==> src/rtl/vga_sync_monitor.sv <==
// Watches a VGA hsync/vsync/de stream, rebuilds pixel coordinates and checks
// line and frame timing against the expected mode, locking after clean frames.
module vga_sync_monitor #(
  parameter int H_ACTIVE    = 640,
  parameter int H_TOTAL     = 800,
  parameter int H_SYNC      = 96,
  parameter int V_ACTIVE    = 480,
  parameter int V_TOTAL     = 525,
  parameter int LOCK_FRAMES = 2
) (
  input  logic        clk_i,
  input  logic        reset_i,
  input  logic        hsync_ni,
  input  logic        vsync_ni,
  input  logic        de_i,
  input  logic        clr_err_i,
  output logic        locked_o,
  output logic        lock_lost_o,
  output logic        frame_done_o,
  output logic        rx_valid_o,
  output logic [9:0]  rx_hpos_o,
  output logic [9:0]  rx_vpos_o,
  output logic [11:0] line_len_o,
  output logic [10:0] frame_lines_o,
  output logic [4:0]  err_flags_o,
  output logic [7:0]  err_count_o
);

  // state      | meaning
  // ST_SEARCH  | waiting for the first vsync fall, no checks run
  // ST_MEASURE | checking timing, counting consecutive clean frames
  // ST_LOCKED  | LOCK_FRAMES clean frames seen, any error drops lock
  typedef enum logic [1:0] {ST_SEARCH, ST_MEASURE, ST_LOCKED} state_t;

  state_t      state;
  logic        hs1, hs2, vs1, vs2, de1, de2;
  logic        hs_fall, hs_rise, vs_fall, de_rise, de_fall;
  logic [11:0] hcnt, hlow, derun;
  logic [10:0] vcnt, vact;
  logic        h_ref, de_seen, frame_err;
  logic [3:0]  good, good_next;
  logic [12:0] line_period;
  logic [4:0]  new_err;
  logic        any_err, checking, line_has_de;

  assign hs_fall     = hs2 & ~hs1;
  assign hs_rise     = ~hs2 & hs1;
  assign vs_fall     = vs2 & ~vs1;
  assign de_rise     = ~de2 & de1;
  assign de_fall     = de2 & ~de1;
  assign line_period = {1'b0, hcnt} + 13'd1;
  assign checking    = (state != ST_SEARCH);
  assign good_next   = good + 4'd1;
  // a de rise starts a new active line if it is the first since the last hsync fall
  assign line_has_de = de_rise & (hs_fall | ~de_seen);

  always_comb begin
    new_err = '0;
    if (checking) begin
      new_err[0] = hs_fall & h_ref & (line_period != 13'(H_TOTAL));
      new_err[1] = hs_rise & (hlow != 12'(H_SYNC));
      new_err[2] = de_fall & (derun != 12'(H_ACTIVE));
      new_err[3] = vs_fall & (vcnt != 11'(V_TOTAL));
      new_err[4] = vs_fall & (vact != 11'(V_ACTIVE));
    end
  end

  assign any_err = |new_err;

  always_ff @(posedge clk_i) begin
    if (reset_i) begin
      state         <= ST_SEARCH;
      {hs1, vs1, de1} <= '0;
      {hs2, vs2, de2} <= '0;
      hcnt          <= '0;
      hlow          <= '0;
      derun         <= '0;
      vcnt          <= '0;
      vact          <= '0;
      h_ref         <= 1'b0;
      de_seen       <= 1'b0;
      frame_err     <= 1'b0;
      good          <= '0;
      locked_o      <= 1'b0;
      lock_lost_o   <= 1'b0;
      frame_done_o  <= 1'b0;
      rx_valid_o    <= 1'b0;
      rx_hpos_o     <= '0;
      rx_vpos_o     <= '0;
      line_len_o    <= '0;
      frame_lines_o <= '0;
      err_flags_o   <= '0;
      err_count_o   <= '0;
    end else begin
      {hs1, vs1, de1} <= {hsync_ni, vsync_ni, de_i};
      {hs2, vs2, de2} <= {hs1, vs1, de1};

      if (hs_fall) begin
        hcnt  <= '0;
        hlow  <= 12'd1;
        h_ref <= 1'b1;
        if (h_ref) line_len_o <= line_period[12] ? 12'hFFF : line_period[11:0];
      end else begin
        if (hcnt != 12'hFFF) hcnt <= hcnt + 12'd1;
        if (!hs1 && hlow != 12'hFFF) hlow <= hlow + 12'd1;
      end

      if (de_rise) derun <= 12'd1;
      else if (de1 && derun != 12'hFFF) derun <= derun + 12'd1;

      if (hs_fall) de_seen <= de_rise;
      else if (de_rise) de_seen <= 1'b1;

      if (vs_fall) begin
        vcnt <= {10'd0, hs_fall};
        vact <= {10'd0, line_has_de};
        if (checking) frame_lines_o <= vcnt;
      end else begin
        if (hs_fall && vcnt != 11'h7FF) vcnt <= vcnt + 11'd1;
        if (line_has_de && vact != 11'h7FF) vact <= vact + 11'd1;
      end

      rx_valid_o <= de1;
      if (!de1) rx_hpos_o <= '0;
      else if (!rx_valid_o) rx_hpos_o <= '0;
      else if (rx_hpos_o != 10'h3FF) rx_hpos_o <= rx_hpos_o + 10'd1;

      if (vs_fall) rx_vpos_o <= '0;
      else if (de_fall && rx_vpos_o != 10'h3FF) rx_vpos_o <= rx_vpos_o + 10'd1;

      // a flag raised in the same cycle as a clear survives the clear
      if (clr_err_i) err_flags_o <= new_err;
      else err_flags_o <= err_flags_o | new_err;
      if (any_err && err_count_o != 8'hFF) err_count_o <= err_count_o + 8'd1;

      if (vs_fall) frame_err <= 1'b0;
      else if (any_err) frame_err <= 1'b1;

      lock_lost_o  <= 1'b0;
      frame_done_o <= checking & vs_fall;

      case (state)
        ST_SEARCH: begin
          locked_o <= 1'b0;
          if (vs_fall) begin
            state <= ST_MEASURE;
            good  <= '0;
          end
        end
        ST_MEASURE: begin
          if (any_err) begin
            good <= '0;
          end else if (vs_fall && !frame_err) begin
            good <= good_next;
            if (good_next == 4'(LOCK_FRAMES)) begin
              state    <= ST_LOCKED;
              locked_o <= 1'b1;
            end
          end
        end
        ST_LOCKED: begin
          if (any_err) begin
            state       <= ST_MEASURE;
            good        <= '0;
            locked_o    <= 1'b0;
            lock_lost_o <= 1'b1;
          end
        end
        default: begin
          state    <= ST_SEARCH;
          locked_o <= 1'b0;
        end
      endcase
    end
  end

endmodule

==> config.mk <==
export PLATFORM = sky130hd
export DESIGN_NAME = vga_sync_monitor
export DESIGN_NICKNAME = d
export VERILOG_FILES = /design/src/rtl/vga_sync_monitor.sv
export SDC_FILE = /design/constraint.sdc
export NUM_CORES = 1
export LEC_CHECK = 0
export CORE_MARGIN = 10
export CORE_UTILIZATION = 56
export CTS_CLUSTER_DIAMETER = 150
export DETAILED_ROUTE_END_ITERATION = 6
export GPL_TIMING_DRIVEN = 0
export PLACE_DENSITY_LB_ADDON = 0.3
export SYNTH_ARGS = -nofsm -noshare
export SYNTH_HDL_FRONTEND = slang
export SYNTH_SLANG_ARGS = --single-unit
==> constraint.sdc <==
create_clock -name clk_i -period 2.55 [get_ports clk_i]
set_input_delay 0.3825 -clock clk_i [delete_from_list [all_inputs] [get_ports clk_i]]
set_output_delay 0.3825 -clock clk_i [all_outputs]
set_load 0.02 [all_outputs]
-- Word-level counts from Yosys, hierarchy flattened
Cells that the tools add are included.
- bits in registers: 132
- output and inout bits: 60
- $add $sub $neg: 10
- eq/ne operators: 22
- muxes and demuxes: 30
- bitwise logic cells: 22
- reduce and logical (&&, ||, !) cells: 28
- operator list (kind ; number):
    $add A12 B1 Y12 const B ; 3
    $ne A12 B12 Y1 const B ; 3
    $add A11 B1 Y11 const B ; 2
    $ne A11 B11 Y1 const B ; 2
    $add A10 B1 Y10 const B ; 2
    $ne A10 B10 Y1 const B ; 2
    $mux W4 ; 4
    $mux W1 ; 15
    $add A12 B1 Y13 const B ; 1
    $and A1 B1 Y1 ; 13
    $ne A13 B10 Y1 const B ; 1
    $mux W12 ; 1
    $ne A12 B10 Y1 const B ; 1
    $ne A12 B7 Y1 const B ; 1
    $pmux W4 S3 ; 1
    $reduce_bool A2 Y1 ; 6
    $ne A11 B10 Y1 const B ; 1
    $ne A11 B9 Y1 const B ; 1
    $mux W2 ; 5
    $mux W5 ; 2
    $ne A2 B2 Y1 const B ; 5
    $add A8 B1 Y8 const B ; 1
    $ne A8 B8 Y1 const B ; 1
    $reduce_and A4 Y1 ; 2
    19 further kinds ; 36

-- Longest topological paths before layout
Gate-level depths: netlist of the first run.
- word-level depth: 8
- gate-level depth with buffers: 10

-- Worst setup path after synthesis of the first run
No wires, ideal clock.
- path type: register -> register
- start: reg hcnt[0]
- end: reg good[3]
- library setup time: 0.075 ns
- arrival: 2.135 ns
- required time: 2.475 ns
- setup slack: 0.340 ns
- stages on the path, launching flop included: 9
- buffers on the path: 0
- period minus slack after synthesis: 2.210 ns
- path through: dfxtp_1 ha_1 and4_1 a211oi_1 a31oi_1 o41ai_4 o21ai_2 or4_4 o22ai_1
- word-level cells in the longest chain between the ends: 7
- elaborated cells on any way between the ends: 10
- classes of those cells: add/sub (1); eq/ne (3); mux (3); bitwise (1); reduce/logical (2)
- RTL lines (item ; RTL line ; RTL):
    start: declaration ; 38 ; logic [11:0] hcnt, hlow, derun;
    start signal: assignment ; 104 ; if (hcnt != 12'hFFF) hcnt <= hcnt + 12'd1;
    $add A12 B1 Y13 * ; 51 ; assign line_period = {1'b0, hcnt} + 13'd1;
    $ne A13 B10 Y1 * ; 60 ; new_err[0] = hs_fall & h_ref & (line_period != 13'(H_TOTAL));
    $and A1 B1 Y1 * ; 60 ;
    $mux W5 * ; 59 ; if (checking) begin
    $reduce_or A5 Y1 * ; 68 ; assign any_err = |new_err;
    $ne A3 B3 Y1 (no source line), or another cell as far along ; - ;
    $reduce_and A4 Y1 (no source line) or $pmux W4 S3 (tied branches) ; - ;
    end signal: assignment ; 154 ; good <= good_next;
    end: declaration ; 41 ; logic [3:0] good, good_next;
Every way passes the cells marked *; elsewhere a longest branch is shown, timed or not.
A chain may end at the register's enable or synchronous reset.

-- Worst setup path after layout of the first run
- start: reg hcnt[0]
- end: reg err_count_o[3]
- word-level cells in the longest chain between the ends: 6
- RTL lines (item ; RTL line ; RTL):
    $add A12 B1 Y13 ; 51 ;
    $ne A13 B10 Y1 ; 60 ;
    $and A1 B1 Y1 ; 60 ;
    $mux W5 ; 59 ;
    $reduce_or A5 Y1 ; 68 ;
    $logic_and A1 B1 Y1 ; 134 ; if (any_err && err_count_o != 8'hFF) err_count_o <= err_count_o + 8'd1;
    end signal: assignment ; 134 ;
    end: declaration ; 26 ; output logic [7:0] err_count_o
Every way passes these cells.

==> reports/results.tsv, run 1 <==
stage	metric	value	unit
timing	setup-violations-final	0	
clocking	cts_tree	done	
grt	grt_usage	19.0	%
synth	synth_area	0.00583	sq mm
synth	synth_top_family_by_area	simple AND/OR/NAND/NOR gates	
timing	slew_violations	0	
synth	synth_nets	702	
pwr	power_leakage	0.00256	uW
pwr	ir_worst_vdd	552	uV
synth	muxShareOfSynthArea	2.49	%
grt	antenna_found_initial	0	
timing	maxSlewHeadroom	55.6	%
clocking	cts_root_buf	clkbuf_8	
floorplanning	rows	37	
pwr	power_density	668	mW/mm^2
clocking	cts.sinks	132	
drt	drt_wl_total	14000	um
critical_path	crit_arrival	2.90	ns
cells_and_area	diodes	0	
clocking	cts_hold_buf	0	
cells_and_area	final_common_cell	dfxtp_1	
critical_path	r2r_cells	10	
place	hpwl	9820	um
grt	top_usage_layer	met2	
pwr	switching_share	21.5	%
critical_path	rrSetupSlack	0.06	ns
floorplanning	design.core.area	0.0102	sq mm
floorplanning	ioPinCount	66	
timing	fin_crit	2.49	ns
synth	synth_adder_area_share	3.01	%
critical_path	r2r_end	err_count_o[3]	
synth	yosys.area_share.xor_xnor	7.37	%
synth	ys_warn_count	0	
flow_run	maxCapViolCount	0	
critical_path	cp_slowest_stage_delay	0.39	ns
synth	yosysSeqAreaShare	45.4	%
timing	timing.hold.ws	0.455	ns
grt	grt_pass1_vias	5066	
pwr	pwr-share-comb	3.9	%
timing	tightest_slew	0.662	ns
clocking	htreeDepth	4	
place	globalplace.congestion	0.878	
clocking	cts_buffers	17	
pwr	pwr-share-seq	43.2	%
critical_path	required	2.96	ns
grt	grt_max_degree	17	
clocking	cts.clk_slew.worst_paths	0.06	ns
synth	async_flop_share	0	%
critical_path	worst-setup-path-type	register to register	
cells_and_area	areaGrowthSynthToFinish	26.2	%
clocking	clockBufferDepth	2	
synth	synth_edf_count	0	
pwr	switchingPower	1060	uW
grt	grt-ovfl-total	0	
clocking	clk_latency	0.52	ns
synth	synth_compound_area_share	10.9	%
cells_and_area	nets	787	
status	status	finished, final reports clean	
timing	fin_worst_skew	0.00991	ns
grt	grtUsageMet2	32.2	%
timing	hold_viol	0	
cells_and_area	drive_gt1_share	7.82	%
drt	num_vias	5188	
drt	wire_per_inst	15.3	um
synth	yosys.area_share.simple	28.0	%
critical_path	crit_path_end	err_count_o[3]	
pwr	p_int	3860	uW
place	place_inst	883	
synth	syn-instance-count	682	
floorplanning	die-width	122	um
timing	max_freq	0.401	GHz
floorplanning	die_area	0.0149	sq mm
pwr	pwr-share-clk	53.0	%
critical_path	path_depth	10	
cells_and_area	n_fill_cell	761	
critical_path	worstPathCellList	ha_2 -> nand4_1 -> nor2_1 -> xnor2_2 -> o41ai_4 -> buf_4 -> o21ai_4 -> clkbuf_4 -> a21oi_1 -> a31o_2	
critical_path	cpMaxStageDelayCell	dfxtp_4	
synth	synth_ff_type	dfxtp_1	
critical_path	path_buf_inv	2	
synth	ys_ff_latch	132	
synth	ys_types	52	
critical_path	crit_fanout	10	
timing	finalCritPeriodShare	97.7	%
floorplanning	start_util	56.9	%
drt	ant_nets	0	
cells_and_area	final_cell_mix	130 x dfxtp_1, 111 x nor2_1, 65 x clkdlybuf4s50_1	
grt	grt_util_met3	5.37	%
critical_path	endpoint_kind	register	
critical_path	start_kind	register	
floorplanning	die_h	122	um
drt	drt_iter0_markers	382	
grt	grt_pass1_wl	23400	um
min_path	hp-class	register to register	
drt	drc_errors	0	
critical_path	r2r_start	hcnt[0]	
drt	dr.pass1.iters	5	
cells_and_area	final_cells	916	
critical_path	cp_top_family	compound AO/OA/AOI/OAI gates	
critical_path	setup.worst_path.start	hcnt[0]	
place	numPortBuffers	65	
grt	met1_usage	22.7	%
drt	vias_per_cell	5.66	
synth	avgSynthCellArea	8.54	sq um
-- state kept, by name (all words and copies together), names as in the netlist, 10 cells and up --
name and cells:
rx_hpos_o 10, vact 11, rx_vpos_o 10, hlow 12, line_len_o 12, hcnt 12, frame_lines_o 11, vcnt 11
derun 12
-- synthesized netlist by cell type (10+ instances only) --
cell	number	share of area (%)
o21ai_0	21	1.8
xor2_1	25	3.8
or3_1	17	1.8
nor3_1	17	1.5
mux2i_1	10	1.7
nand4_1	23	2.5
nor2b_1	12	1.3
dfxtp_1	132	45
clkbuf_1	16	1.0
xnor2_1	24	3.6
nand3_1	28	2.4
inv_1	19	1.2
a211oi_1	10	1.3
ha_1	14	3.0
a21oi_1	48	4.1
nand2_1	61	3.9
nand2b_1	15	1.6
nor2_1	111	7.2
-- power groups by stage --
stage | sequential (uW) | clock (uW) | combinational (uW)
2_1_floorplan | 2160 | 0 | 119
5_1_grt | 2120 | 2720 | 209
4_1_cts | 2120 | 2620 | 185
3_3_place_gp | 2160 | 0 | 175
3_5_place_dp | 2160 | 0 | 181
6_report | 2120 | 2600 | 189
-- kinds of logic (layout without fill, tap and decap cells) --
| logic type | count (synthesis) | count (layout) |
|---|---|---|
| xor+xnor | 49 | 49 |
| simple gates | 328 | 328 |
| mux | 14 | 14 |
| buf+inv | 42 | 140 |
| compound gates | 103 | 103 |
| flops | 132 | 132 |
| fa+ha+maj | 14 | 14 |
-- area by class of cell --
class,count,area [sq um],area share (%)
plain buffers,23,93.8,1.28
clock buffers,21,469,6.38
clock inverters,11,173,2.35
inverters,19,71.3,0.970
multi-input cells,508,3070,41.7
flip-flops and latches,132,2650,36.0
well taps,136,170,2.32
repair buffers,66,658,8.95
-- worst register-to-register path: cells and delay by family, from the launching register on --
| family | cells | cell delay (ns) |
|---|---|---|
| adder cells (fa/ha/maj) | 1 | 0.21 |
| XOR/XNOR | 1 | 0.20 |
| flip-flops | 1 | 0.39 |
| buffers and inverters | 2 | 0.43 |
| AND/OR/NAND/NOR | 2 | 0.49 |
| AO/OA/AOI/OAI | 4 | 0.65 |
-- repair_timing --
action                                  in CTS  in global routing
endpoints found under the setup margin       1                 14
pin swaps                                    1                  2
resized for setup                            1                 13
buffers inserted                             0                  1
-- per-layer routing --
metal | part of all wire [%] | up-vias
met5 | 0 | -
met4 | 1.3 | 0
met3 | 5.9 | 18
met2 | 50 | 148
met1 | 43 | 2470
li1 | - | 2552
-- how the worst min path moves through the flow --
stage	startpoint	to	slack (ns)	depth (start not counted)
floorplan	de_seen	de_seen	0.45	2
global placement	frame_lines_o[3]	frame_lines_o[3]	0.45	2
detailed placement	frame_lines_o[5]	frame_lines_o[5]	0.45	2
CTS	frame_lines_o[8]	frame_lines_o[8]	0.46	2
global route	frame_lines_o[6]	frame_lines_o[6]	0.47	2
finish	frame_lines_o[8]	frame_lines_o[8]	0.46	2
-- through the flow --
| step | power (uW) | instance area (sq um) | worst slack (ns) | setup TNS [ns] | util [%] |
|---|---|---|---|---|---|
| 2_1_floorplan | 2280 | 5830 | 0.340 | 0 | - |
| 3_3_place_gp | 2340 | 6650 | 0.0317 | 0 | 65.0 |
| 3_5_place_dp | 2340 | 6650 | -0.0620 | -0.531 | 65.0 |
| 4_1_cts | 4920 | 7290 | 0.0306 | 0 | 71.2 |
| 5_1_grt | 5050 | 7350 | -0.0280 | -0.0348 | 71.8 |
| 6_report | 4910 | 7350 | 0.0574 | 0 | 71.8 |
(Power assumes the default switching activity.)
==> inputs of run 2 (changes only) <==
--- a/config.mk
+++ b/config.mk
@@ -6,9 +6,10 @@
 export NUM_CORES = 1
 export LEC_CHECK = 0
 export CORE_MARGIN = 10
-export CORE_UTILIZATION = 56
+export CORE_UTILIZATION = 60
 export CTS_CLUSTER_DIAMETER = 150
 export DETAILED_ROUTE_END_ITERATION = 6
+export DONT_BUFFER_PORTS = 1
 export GPL_TIMING_DRIVEN = 0
 export PLACE_DENSITY_LB_ADDON = 0.3
 export SYNTH_ARGS = -nofsm -noshare
==> constraint.sdc (replaced) <==
create_clock -name clk_i -period 3.1 [get_ports clk_i]
set_input_delay 0.465 -clock clk_i [delete_from_list [all_inputs] [get_ports clk_i]]
set_output_delay 0.465 -clock clk_i [all_outputs]
set_load 0.02 [all_outputs]
==> run 2 against run 1 <==
  * Setup slack improved by 0.41 ns
  * Critical path depth fell by 1
  * Register-to-register slack improved by 0.41 ns
  * Wire length fell by 2.7%
  * Clock skew rose by 0.0013 ns
  * Critical endpoint is now state[0]
==> reports/results.tsv, run 2 (synthesis gave the netlist of run 1 again) <==
stage	metric	value	unit	change
timing	tns	0	ns	unchanged
min_path	holdPathEnd	hs1		
critical_path	required	3.48	ns	+0.52 ns
pwr	finalPower	3750	uW	-24%
place	globalplace.congestion	0.871		-0.80%
clocking	clk_latency	0.53	ns	about the same
drt	num_vias	4945		-4.7%
critical_path	r2r_start	hcnt[0]		
timing	fin_worst_skew	0.0112	ns	+0.00128 ns
floorplanning	die_h	119	um	-2.8%
place	place_inst	811		-8.2%
min_path	hold_depth	1		-1
drt	dr.pass1.iters	6		+1
flow_run	maxCapViolCount	0		unchanged
floorplanning	die_area	0.0141	sq mm	-5.6%
clocking	cts_tree	done		
cells_and_area	drive_gt1_share	7.14	%	-0.68 points
cells_and_area	final_common_cell	dfxtp_1		
floorplanning	rows	35		-5.4%
clocking	cts.sinks	132		unchanged
place	numPortBuffers	0		-100%
floorplanning	ioPinCount	66		unchanged
timing	hold_viol	0		unchanged
critical_path	start_kind	register		
critical_path	cpMaxStageDelayCell	dfxtp_1		
grt	grt_pass1_wl	22500	um	-3.6%
timing	tightest_slew	0.629	ns	-0.0328 ns
clocking	cts_hold_buf	0		unchanged
timing	grt_setup_unrepaired	no		
clocking	cts.repair.resized	0		-1
clocking	cts.clk_slew.worst_paths	0.06	ns	about the same
drt	vias_per_cell	5.85		+3.3%
floorplanning	start_util	62.5	%	+5.5 points
floorplanning	die-width	119	um	-2.8%
timing	maxSlewHeadroom	57.5	%	+1.9 points
drt	ant_nets	0		unchanged
cells_and_area	final_cell_mix	132 x dfxtp_1, 111 x nor2_1, 61 x nand2_1		
min_path	hp-class	input pin to register		
grt	antenna_found_initial	2		+2
timing	finalCritPeriodShare	84.9	%	-13 points
status	status	finished, final reports clean		
grt	grt_usage	18.9	%	about the same
drt	drt_iter0_markers	336		-12%
floorplanning	design.core.area	0.00933	sq mm	-8.8%
critical_path	rrSetupSlack	0.47	ns	+0.41 ns
critical_path	worstPathCellList	ha_1 -> and4_1 -> and2_1 -> a31oi_1 -> o41ai_4 -> o21ai_2 -> buf_2 -> o21ai_0 -> a21oi_1		
critical_path	cp_slowest_stage_delay	0.47	ns	+0.08 ns
drt	drc_errors	0		unchanged
critical_path	worst-setup-path-type	register to register		
timing	slew_violations	0		unchanged
clocking	cts_root_buf	clkbuf_8		
cells_and_area	final_cells	845		-7.8%
cells_and_area	areaGrowthSynthToFinish	12.4	%	
critical_path	r2r_end	state[0]		
clocking	post_cts_buffers	0		unchanged
timing	fin_crit	2.63	ns	+0.138 ns
drt	wire_per_inst	16.2	um	+5.4%
pwr	power_leakage	0.00228	uW	-11%
grt	grt-ovfl-total	0		unchanged
critical_path	endpoint_kind	register		
timing	max_freq	0.380	GHz	-5.3%
critical_path	crit_fanout	10		unchanged
clocking	clockBufferDepth	2		unchanged
cells_and_area	nets	721		-8.4%
drt	drt_wl_total	13700	um	-2.7%
critical_path	r2r_cells	9		-1
min_path	hp-start	hsync_ni		
critical_path	crit_arrival	3.01	ns	+0.11 ns
place	hpwl	9730	um	-0.88%
pwr	power_density	573	mW/mm^2	-14%
clocking	cts_buffers	17		unchanged
clocking	htreeDepth	4		unchanged
pwr	ir_worst_vdd	350	uV	-37%
grt	grt_max_degree	17		unchanged
grt	grt_pass1_vias	4754		-6.2%
timing	setup-violations-final	0		unchanged
## run 2: how the worst max path moves through the flow
stage	from	depth (start not counted)	end	slack, ns
finish	hcnt[0]	9	state[0]	0.47
global route	hcnt[0]	9	good[1]	0.34
CTS	hcnt[0]	8	good[3]	0.51
detailed placement	hcnt[0]	8	good[3]	0.53
global placement	hcnt[0]	9	good[1]	0.61
floorplan	hcnt[0]	8	good[3]	0.89
## run 2: where the power goes
part           total, uW  internal, uW  leakage, uW  switching (uW)
sequential          1750          1720      0.00107            30.0
combinational        132          45.3     0.000961            86.5
clock               1870          1090     0.000257             783
## run 2: through the flow
stage | util (%) | area [sq um] | hold WS (ns) | setup slack [ns]
floorplan | - | 5830 | 0.450 | 0.890
global placement | 64.2 | 5990 | 0.458 | 0.614
detailed placement | 64.2 | 5990 | 0.466 | 0.528
CTS | 70.2 | 6540 | 0.0616 | 0.507
global route | 70.2 | 6550 | 0.0606 | 0.344
finish | 70.2 | 6550 | 0.0735 | 0.469
## run 2: routing by layer
metal  track usage [%]  vias up  wire length [um]  part of all wire, %
met5                 0        -                 0                    0
met4              8.09        0               291                  2.1
met3              7.23       31              1090                  8.0
met2              31.7      158              6680                   49
met1              21.0     2330              5590                   41
li1                  -     2426                 -                    -
## run 2: area by class of cell
class	instances	area, sq um
clock buffers	18	428
plain buffers	23	91.3
well taps	129	161
multi-input cells	508	3020
fillers	739	2780
inverters	19	71.3
clock inverters	14	129
diodes	2	5.00
flip-flops and latches	132	2640
## run 2: critical path: cells and delay by family, from the launching register on
family | cells | cell delay [ns]
AO/OA/AOI/OAI | 5 | 1.09
flip-flops | 1 | 0.47
AND/OR/NAND/NOR | 2 | 0.41
adder cells (fa/ha/maj) | 1 | 0.27
buffers and inverters | 1 | 0.23
==> inputs of run 3 (changes only) <==
--- a/config.mk
+++ b/config.mk
@@ -6,7 +6,7 @@
 export NUM_CORES = 1
 export LEC_CHECK = 0
 export CORE_MARGIN = 10
-export CORE_UTILIZATION = 60
+export CORE_UTILIZATION = 57
 export CTS_CLUSTER_DIAMETER = 150
 export DETAILED_ROUTE_END_ITERATION = 6
 export DONT_BUFFER_PORTS = 1
==> constraint.sdc (replaced) <==
create_clock -name clk_i -period 2.4 [get_ports clk_i]
set_input_delay 0.36 -clock clk_i [delete_from_list [all_inputs] [get_ports clk_i]]
set_output_delay 0.36 -clock clk_i [all_outputs]
set_load 0.02 [all_outputs]
==> run 3 against run 2 <==
  * Non-clock buffer count up 5
  * First-iteration DRC count up 6.8%
  * Clock-buffer cell count up 5
  * Sequential power up 29%
  * Power up 31%
  * Via count down 0.63%
  * Die area up 4.4%
  * Combinational power up 39%
==> reports/results.tsv, run 3 (synthesis gave the netlist of run 1 again) <==
stage	metric	value	unit	change
cells_and_area	final_cell_mix	130 x dfxtp_1, 110 x nor2_1, 61 x nand2_1		
grt	met1_usage	21.5	%	+0.51 points
grt	grtUsageMet2	31.4	%	-0.31 points
clocking	cts_root_buf	clkbuf_8		
floorplanning	start_util	59.1	%	-3.4 points
timing	slew_violations	0		unchanged
cells_and_area	multi_input_area	0.00311	sq mm	+2.9%
flow_run	maxCapViolCount	0		unchanged
grt	grt-ovfl-total	0		unchanged
timing	maxSlewHeadroom	54.7	%	-2.8 points
pwr	switchingPower	1090	uW	+21%
critical_path	cpMaxStageDelayCell	or4_4		
place	pre_cts_ws	-0.166	ns	-0.694 ns
pwr	p_int	3840	uW	+35%
drt	drt_iter0_markers	359		+6.8%
clocking	cts_buffers	17		unchanged
timing	hold_viol	0		unchanged
place	hpwl	9600	um	-1.3%
critical_path	start_kind	register		
pwr	switching_share	22.1	%	-1.9 points
grt	grt_usage	18.9	%	-0.025 points
drt	dr.pass1.iters	5		-1
clocking	clockBufferDepth	2		unchanged
grt	grt_max_degree	17		unchanged
timing	finalCritPeriodShare	96.3	%	+11 points
grt	top_usage_layer	met2		
drt	wire_per_inst	16.2	um	+0.25%
timing	fin_crit	2.31	ns	-0.320 ns
floorplanning	die_area	0.0147	sq mm	+4.4%
status	status	finished, final reports clean		
floorplanning	design.core.area	0.00986	sq mm	+5.8%
floorplanning	die_h	121	um	+2.2%
timing	grt_setup_unrepaired	yes		
cells_and_area	final_common_cell	dfxtp_1		
floorplanning	die-width	121	um	+2.2%
critical_path	cp_slowest_stage_delay	0.44	ns	-0.03 ns
pwr	finalPower	4930	uW	+31%
pwr	power_density	735	mW/mm^2	+28%
grt	grt_pass1_wl	22600	um	+0.40%
drt	num_vias	4914		-0.63%
critical_path	crit_arrival	2.77	ns	-0.24 ns
pwr	power_leakage	0.00234	uW	+2.4%
drt	drc_errors	0		unchanged
floorplanning	ioPinCount	66		unchanged
pwr	pwr-share-clk	50.4	%	+0.5 points
timing	timing.hold.ws	0.0935	ns	+0.0200 ns
place	place_inst	815		+0.49%
cells_and_area	nets	726		+0.69%
cells_and_area	areaGrowthSynthToFinish	15.1	%	
floorplanning	rows	36		+2.9%
grt	grt_util_met3	6.75	%	-0.49 points
timing	max_freq	0.433	GHz	+14%
pwr	ir_worst_vdd	382	uV	+9.2%
critical_path	endpoint_kind	register		
drt	ant_nets	0		unchanged
pwr	pwr-share-seq	45.9	%	-0.7 points
clocking	clk_latency	0.53	ns	about the same
critical_path	crit_fanout	7		-3
critical_path	required	2.86	ns	-0.62 ns
clocking	cts_tree	done		
drt	drt_wl_total	13800	um	+1.1%
timing	fin_worst_skew	0.00981	ns	-0.00138 ns
clocking	cts.sinks	132		unchanged
grt	antenna_found_initial	0		-2
drt	vias_per_cell	5.77		-1.4%
critical_path	worstPathCellList	nor4_1 -> nand4_1 -> o41ai_2 -> and4_4 -> o21ai_4 -> or4_4 -> o22ai_1		
cells_and_area	drive_gt1_share	9.04	%	+1.9 points
cells_and_area	final_cells	852		+0.83%
timing	tightest_slew	0.675	ns	+0.0458 ns
cells_and_area	diodes	0		-2
pwr	pwr-share-comb	3.7	%	+0.2 points
place	globalplace.congestion	0.873		+0.17%
place	numPortBuffers	0		unchanged
timing	setup-violations-final	0		unchanged
min_path	hp-class	input pin to register		
clocking	cts.clk_slew.worst_paths	0.06	ns	about the same
timing	worst_slack	0.0894	ns	-0.380 ns
cells_and_area	register_area	0.00265	sq mm	+0.19%
clocking	htreeDepth	4		unchanged
critical_path	worst-setup-path-type	register to register		
cells_and_area	n_fill_cell	785		+6.2%
grt	grt_pass1_vias	4708		-0.97%
-- run 3: cell count changes in the layout (fill, tap and decap cells not counted), sizes merged --
| cell | delta |
|---|---|
| inv | -4 |
| clkbuf | +5 |
| clkinvlp | -3 |
| diode | -2 |
| clkinv | +1 |
| dlygate4sd3 | +3 |
| buf | +2 |
| bufinv | +1 |
-- run 3: path summary, 6_finish.rpt --
| check | from | to | slack (ns) | depth (start not counted) |
|---|---|---|---|---|
| worst max-delay path | derun[2] | good[3] | 0.09 | 7 |
| worst min-delay path | clr_err_i | err_flags_o[1] | 0.09 | 3 |
| worst max register to register | derun[2] | good[3] | 0.09 | 7 |
| worst min register to register | vs1 | vs2 | 0.47 | 1 |
-- run 3: what timing repair did --
item	4_1_cts	5_1_grt
hold buffers	3	0
endpoints found under the hold margin	3	0
buffers inserted	2	0
pin swaps	1	2
resized for setup	9	15
setup endpoints to repair	16	21
-- run 3: area by class of cell --
class,count,share of cell area (%)
Multi-Input combinational cell,508,46.4
Sequential cell,132,39.5
Clock buffer,23,6.96
Tap cell,133,2.48
Clock inverter,9,1.53
Buffer,23,1.46
Inverter,19,1.06
Timing Repair Buffer,5,0.672
-- run 3: critical path, delay by kind of cell (launching register included) --
kind            cells  cell delay, ns
flops               1            0.36
compound gates      3            0.65
simple gates        4            1.22
-- run 3: power groups by stage --
| stage | sequential, uW | combinational [uW] | clock (uW) |
|---|---|---|---|
| final | 2260 | 183 | 2490 |
| after global routing | 2260 | 206 | 2600 |
| after CTS | 2260 | 176 | 2510 |
| after detailed placement | 2300 | 166 | 0 |
| after global placement | 2300 | 160 | 0 |
| after floorplan | 2300 | 126 | 0 |
-- run 3: through the flow --
step	area (sq um)	utilization, %	setup TNS [ns]
after floorplan	5830	-	0
after global placement	5990	60.7	-0.660
after global routing	6710	68.0	-0.00970
final	6710	68.0	0
after CTS	6630	67.3	0
after detailed placement	5990	60.7	-1.30
-- run 3: layer usage --
| metal | wire, um | up-vias |
|---|---|---|
| met1 | 5720 | 2342 |
| li1 | - | 2416 |
| met2 | 6780 | 136 |
| met5 | 0 | - |
| met3 | 1040 | 20 |
| met4 | 270 | 0 |
